==> src/rtl/uart_tx_configurable.sv <==
// UART serialiser with runtime parity (none/even/odd), 1/1.5/2 stop bits,
// a ready/start handshake and break generation, paced by the baud sample_tick.
module uart_tx_configurable #(
  parameter int DBITS      = 8,
  parameter int OVERSAMPLE = 16
) (
  input  logic             clk_100MHz,
  input  logic             reset,
  input  logic             sample_tick,
  input  logic             tx_start,
  input  logic [DBITS-1:0] data_in,
  input  logic [1:0]       parity_mode,
  input  logic [1:0]       stop_sel,
  input  logic             tx_break,
  output logic             tx_ready,
  output logic             tx_done,
  output logic             tx
);

  localparam int TW = $clog2(2 * OVERSAMPLE);
  localparam int BW = $clog2(DBITS);

  localparam logic [TW-1:0] BIT_LAST   = TW'(OVERSAMPLE - 1);
  localparam logic [TW-1:0] STOP1_LAST = TW'(OVERSAMPLE - 1);
  localparam logic [TW-1:0] STOP15_LAST = TW'((OVERSAMPLE * 3) / 2 - 1);
  localparam logic [TW-1:0] STOP2_LAST = TW'(2 * OVERSAMPLE - 1);
  localparam logic [BW-1:0] DATA_LAST  = BW'(DBITS - 1);

  typedef enum logic [2:0] {
    S_IDLE,
    S_START,
    S_DATA,
    S_PARITY,
    S_STOP,
    S_BREAK
  } state_t;

  state_t           state, state_n;
  logic [TW-1:0]    tick_cnt, tick_n;
  logic [BW-1:0]    bit_cnt, bit_n;
  logic [DBITS-1:0] shift_reg, shift_n;
  logic             parity_en, parity_en_n;
  logic             parity_bit, parity_bit_n;
  logic [1:0]       stop_cfg, stop_cfg_n;
  logic             tx_n, tx_ready_n, tx_done_n;
  logic [TW-1:0]    stop_last;
  logic [TW-1:0]    tick_inc;
  logic             bit_end, stop_end;

  // Stop length comes from the configuration latched at acceptance.
  always_comb begin
    case (stop_cfg)
      2'b00:   stop_last = STOP1_LAST;
      2'b01:   stop_last = STOP15_LAST;
      default: stop_last = STOP2_LAST;
    endcase
  end

  assign tick_inc = sample_tick ? tick_cnt + 1'b1 : tick_cnt;
  assign bit_end  = sample_tick && (tick_cnt == BIT_LAST);
  assign stop_end = sample_tick && (tick_cnt == stop_last);

  always_comb begin
    state_n      = state;
    tick_n       = tick_cnt;
    bit_n        = bit_cnt;
    shift_n      = shift_reg;
    parity_en_n  = parity_en;
    parity_bit_n = parity_bit;
    stop_cfg_n   = stop_cfg;
    tx_done_n    = 1'b0;

    case (state)
      S_IDLE: begin
        // Break has priority over a simultaneous start request.
        if (tx_break) begin
          state_n = S_BREAK;
        end else if (tx_start && tx_ready) begin
          state_n      = S_START;
          tick_n       = '0;
          bit_n        = '0;
          shift_n      = data_in;
          parity_en_n  = (parity_mode == 2'b01) || (parity_mode == 2'b10);
          parity_bit_n = (^data_in) ^ parity_mode[1];
          stop_cfg_n   = stop_sel;
        end
      end

      S_START: begin
        tick_n = tick_inc;
        if (bit_end) begin
          state_n = S_DATA;
          tick_n  = '0;
        end
      end

      S_DATA: begin
        tick_n = tick_inc;
        if (bit_end) begin
          tick_n  = '0;
          shift_n = shift_reg >> 1;
          if (bit_cnt == DATA_LAST) begin
            bit_n   = '0;
            state_n = parity_en ? S_PARITY : S_STOP;
          end else begin
            bit_n = bit_cnt + 1'b1;
          end
        end
      end

      S_PARITY: begin
        tick_n = tick_inc;
        if (bit_end) begin
          state_n = S_STOP;
          tick_n  = '0;
        end
      end

      S_STOP: begin
        tick_n = tick_inc;
        if (stop_end) begin
          state_n   = S_IDLE;
          tick_n    = '0;
          tx_done_n = 1'b1;
        end
      end

      S_BREAK: begin
        if (!tx_break) begin
          state_n = S_IDLE;
        end
      end

      default: state_n = S_IDLE;
    endcase

    // Line level is derived from the next state so it updates with the state.
    case (state_n)
      S_START:  tx_n = 1'b0;
      S_DATA:   tx_n = shift_n[0];
      S_PARITY: tx_n = parity_bit_n;
      S_BREAK:  tx_n = 1'b0;
      default:  tx_n = 1'b1;
    endcase

    tx_ready_n = (state_n == S_IDLE);
  end

  always_ff @(posedge clk_100MHz) begin
    if (reset) begin
      state      <= S_IDLE;
      tick_cnt   <= '0;
      bit_cnt    <= '0;
      shift_reg  <= '0;
      parity_en  <= 1'b0;
      parity_bit <= 1'b0;
      stop_cfg   <= 2'b00;
      tx         <= 1'b1;
      tx_ready   <= 1'b1;
      tx_done    <= 1'b0;
    end else begin
      state      <= state_n;
      tick_cnt   <= tick_n;
      bit_cnt    <= bit_n;
      shift_reg  <= shift_n;
      parity_en  <= parity_en_n;
      parity_bit <= parity_bit_n;
      stop_cfg   <= stop_cfg_n;
      tx         <= tx_n;
      tx_ready   <= tx_ready_n;
      tx_done    <= tx_done_n;
    end
  end

endmodule
==> config.mk <==
export PLATFORM = sky130hd
export DESIGN_NAME = uart_tx_configurable
export DESIGN_NICKNAME = d
export VERILOG_FILES = /design/src/rtl/uart_tx_configurable.sv
export SDC_FILE = /design/constraint.sdc
export NUM_CORES = 1
export LEC_CHECK = 0
export CORE_MARGIN = 1.5
export CORE_UTILIZATION = 54
export DETAILED_ROUTE_END_ITERATION = 8
export GPL_TIMING_DRIVEN = 0
export PLACE_DENSITY = 0.87
export SLEW_MARGIN = 40
export SYNTH_ARGS = -nofsm -noshare
export SYNTH_HDL_FRONTEND = slang
export SYNTH_SLANG_ARGS = --single-unit
export TNS_END_PERCENT = 20
==> constraint.sdc <==
create_clock -name clk_100MHz -period 5.8 [get_ports clk_100MHz]
set_input_delay 0.58 -clock clk_100MHz [delete_from_list [all_inputs] [get_ports clk_100MHz]]
set_output_delay 0.58 -clock clk_100MHz [all_outputs]
set_load 0.005 [all_outputs]
# == After elaboration in Yosys (flattened, before gate mapping) ==
# Cells that the tools add are included.
# word_totals
reg_bits,26
inputBits,17
out_inout_bits,3
word_cells,81
# classes
addsub,2
n_eq_ne,18
n_mux,31
n_bitwise,3
reduce_logical,16
# ops
cell,n
2-to-1 mux 3 bit,13
2-to-1 mux 5 bit,5
2-to-1 mux 8 bit,3
case mux 3 bit (6 select lines),1
case mux 8 bit (2 select lines),1
case mux 5 bit (3 select lines),1
"== test 3 x 2 -> 1 bit, second input constant",4
"== test 3 bit, second input constant",4
case mux 5 bit (2 select lines),1
XOR reduction 8 bit,1
"== test 3 x 1 -> 1 bit, second input constant",2
zero test 3 bit,2
"inequality test 2 bit, second input constant",3
case mux 3 bit (2 select lines),1
AND reduction 3 bit,2
"adder 5 x 1 -> 5 bit, second input constant",1
"== test 5 x 4 -> 1 bit, second input constant",1
== test 5 bit,1
"== test 2 x 1 -> 1 bit, second input constant",2
2-to-1 mux 1 bit,4
AND reduction 4 bit,1
OR reduction 2 bit,2
"adder 3 x 1 -> 3 bit, second input constant",1
logical AND 1 bit,3
9 further kinds,10

# == Logic depth before layout (Yosys ltp) ==
# depth
ltp_word,9
mapped_depth,8
ltp_nobuf,8

# == Worst setup path before layout ==
# OpenSTA, ideal clock, no wires.
# synth_timing
kind,register -> register
start,reg tick_cnt[0]
end,reg tx
setup_time_ps,126
arrival_time_ps,1864
t_required_ps,5674
setup_slack_ps,3810
path_stages_with_launch,9
n_path_buf,0
synth_period_minus_slack_ps,1990
cell_sequence,dfxtp_1 ha_1 and3_1 ha_1 nand2_1 or3_1 a31o_1 a2111oi_2 o31ai_1
# synth_between
elab_chain_cells,7
word_cells_on_any_way,17
cone_classes,6 x eq/ne; 8 x mux; 3 x reduce/logical
# synth_rtl
element,line_no,text
from (decl),39,"logic [TW-1:0] tick_cnt, tick_n;"
from (signal assigned),163,tick_cnt <= tick_n;
== test 5 bit / == test 5 x 4 -> 1 bit (equally long branches),"61, 60",
logical AND 1 bit (on tied branches),"61, 60",
2-to-1 mux 3 bit (on tied branches),n/a,
case mux 3 bit (6 select lines),73,case (state)
== test 3 bit / == test 3 x 1 -> 1 bit (equally long branches),138,case (state_n)
OR reduction 2 bit (no source line),n/a,
case mux 1 bit (3 select lines) (*),138,
to (signal assigned),169,tx <= tx_n;
to (decl),17,output logic tx
# Every way passes the cells marked *; elsewhere a longest branch is shown, timed or not. The select of a mux whose other input is x is not followed.
# A chain may end at the register's enable or synchronous reset.

# == Worst setup path in the final report ==
# Same ends and word-level chain as after synthesis.

==> impl_results.md <==
* Status: finished, final reports clean
* I/O Buffers at 18
* Initial DRC count at slightly below 60
* Via count at 1215
* Wirelength per Cell at approximately 14 µm
* CTS tree: yes
* Post-layout util at between 60% and 70%
* Area share of the largest cell type after synthesis at a little under two fifths
* First-pass GRT wire length at around 4800 µm
* Initial antenna violation count at 0
* Fill cell count at 203
* Fin worst setup slack at roughly 3.6 ns
* Nets at approximately 200
* Most frequent cells in the layout: dfxtp_1, nor2_1, clkdlybuf4s50_1
* Arr. time, crit path at 2.39 ns
* P&R area growth vs syn at 17.4%
* CP Class: reg -> reg
* WHS at roughly 0.5 ns
* Xor-xnor portion of the synthesized cell area at roughly 7.8%
* Critical Path Fanout Max at 4
* Sequential Area at 520 µm²
* Post-route ant nets at 0
* CTS-repair resized insts at 0
* Unique masters post-synth at between 40 and 50
* Setup violators final at 0
* Mux cell area share after synthesis at ~2.5%
* Largest register FFs at 8
* Power Dens Cells at roughly 240 nW/µm²
* Leading area contributor after synthesis: dfxtp_1
* Critical path cell sequence: ha_1, and3_1, ha_1, nand2_1, or3_1, a31o_1, a2111oi_2, o31ai_1
* H-tree levels at 1
* Setup TNS at 0 ns
* FFs w/ async S/R, synth at 0%
* Compound-Gate Fraction of Synth Area at roughly a fifth
* Worst-Margin Slew at 0.532 ns
* CTS Buf Count at 3
* Largest net degree at the start of global routing at 14
* Slowest stage delay, CP at between 0.4 and 0.5 ns
* Placed Cells at a little over 200
* Slew Viols, Final at 0
* Switching share of power at between 30% and 40%
* Reg2Reg Setup Slack at around 3.6 ns
* Simple-gate share of the synthesized area at 25.0%
* Clock Power Share at 19.4%
* Final Hold Vio Count at 0
* Synth Area in Adders at under 10%
* Routed wire length at about 2900 µm
* Avg Cell Area, Syn at 8.98 µm²
* Lkg Pwr at 0.624 nW
* Period utilization at between 30% and 40%
* Startpoint type of the worst setup path: flop
* Clk_skew at about 0.00076 ns
* DIE AREA at approximately 2900 µm²
* Worst slew margin at between 60% and 70%
* # diodes at 0
* Mapped Area at approximately 1400 µm²
* Fin crit period at ~2.2 ns
* Total GRT Usage at 22.9%
* Die H at around 54 µm
* Most common cell after layout, fill and taps aside: dfxtp_1
* Max stage delay cell, worst path: dfxtp_1
* Mapped Nets at 175
* Post-Place Setup Slack at approximately 3.3 ns
* Post-route DRC at 0
* Number of vias per cell at slightly below 6
* Clk Latency, worst-skew pair at ~0.32 ns
* Cell mode on critical path: ha_1
* CTS root buf: clkbuf_4
* Worst vdd ir at 0.000182 V
* I/O pins at 20
* Worst-case clock buffer depth at 2
* Switch Pwr at ~0.00012 W
* Ys flop type: dfxtp_1
* Logic pwr share at between 30% and 40%
* Area contributors post-synth: dfxtp_1, nor2_1, a222oi_1
* Initial core utilization at 56.3%
* Finished Layout Cells at between 200 and 250
* Worst setup EP type: flop
* Req. time, crit path at ~6 ns
* Routability cong. at 0.862
* CTS Hold Bufs at 0
* Sequential Power Share at 50.5%
* Core ar. at ~2500 µm²
* Post-synth EDFFs at 0
* Largest family of logic cells by synthesized area: simple AND/OR/NAND/NOR gates
* Syn Inst Count at ~150
* Fmax at 461 MHz
* Vias in the first global route at around 1200
* Multi-input logic area at 805 µm²
* Post-CTS setup buffers at 0
* Ratio of cells with drive above 1 in the final layout at under 10%
* Unrepaired setup endpoints after global routing: false
* Max Cap Viol at 0
* Yosys warns at 0
* Worst Hold Class: reg -> reg
* DRT Pass-1 Iters at 4
* Post-DP HPWL at 2210 µm
* Yosys reg bits at 26
* Final global-route overflow total at 0
* TritonCTS Sinks at 26
* Pint at ~0.00027 W
* Row count at 18
* Die width at around 54 µm
* Register area share after synthesis at a little under two fifths
* Clk slew on worst S/H paths at 0.13 ns
-- cells in the mapped netlist (4+ instances only) --
cell type / n
a222oi_1: 6
nand2_1: 10
xor2_1: 4
nand4_1: 4
nor2_1: 22
a21oi_1: 8
dfxtp_1: 26
ha_1: 4
nand3_1: 8
buf_2: 4
-- cells by family after synthesis --
family	Yosys count
and+or+nand+nor	66
AOI/OAI and AO/OA	35
DFF	26
buffers and inverters	11
xor gates and xnor gates	9
adders and majority gates	4
muxes	3
-- power by group through the flow --
stage	registers (W)	logic [W]	clock network [W]
floorplan	0.000202	0.0000836	0
global placement	0.000203	0.000115	0
detailed placement	0.000204	0.000119	0
CTS	0.000200	0.000119	0.0000801
global route	0.000202	0.000131	0.0000818
finish	0.000200	0.000119	0.0000767
-- per-stage QoR --
stage | instance area [µm²] | total power (W)
6_report | 1620 | 0.000395
5_1_grt | 1620 | 0.000415
4_1_cts | 1620 | 0.000399
3_5_place_dp | 1600 | 0.000323
3_3_place_gp | 1600 | 0.000318
2_1_floorplan | 1380 | 0.000286
-- worst max-delay path, delay by kind of cell, from the launching register on --
family	cells	cell delay [ns]
AO/OA/AOI/OAI	3	0.72
flip-flops	1	0.41
adder cells (fa/ha/maj)	2	0.39
AND/OR/NAND/NOR	3	0.56
-- area by class of cell --
type	instances	area share, %
multi-input cells	117	49.6
clock buffers	3	1.39
inverters	3	0.694
plain buffers	8	2.85
flip-flops and latches	26	32.1
well taps	30	2.31
repair buffers	18	11.1
-- metal layers --
| layer | track usage (%) | up-vias | part of all wire, % |
|---|---|---|---|
| met1 | 28.6 | 576 | 44 |
| met5 | 0 | - | 0 |
| met3 | 3.33 | 2 | 3.3 |
| li1 | - | 613 | - |
| met2 | 41.2 | 24 | 52 |
| met4 | 5.98 | 0 | 1.1 |
-- worst paths after layout --
| check | start | cells after the start | end |
|---|---|---|---|
| setup / recovery | tick_cnt[0] | 8 | tx |
| hold / removal | bit_cnt[1] | 2 | bit_cnt[1] |
| setup reg to reg | tick_cnt[0] | 8 | tx |
| hold reg to reg | bit_cnt[1] | 2 | bit_cnt[1] |
Power figures use the tool's default switching activity.
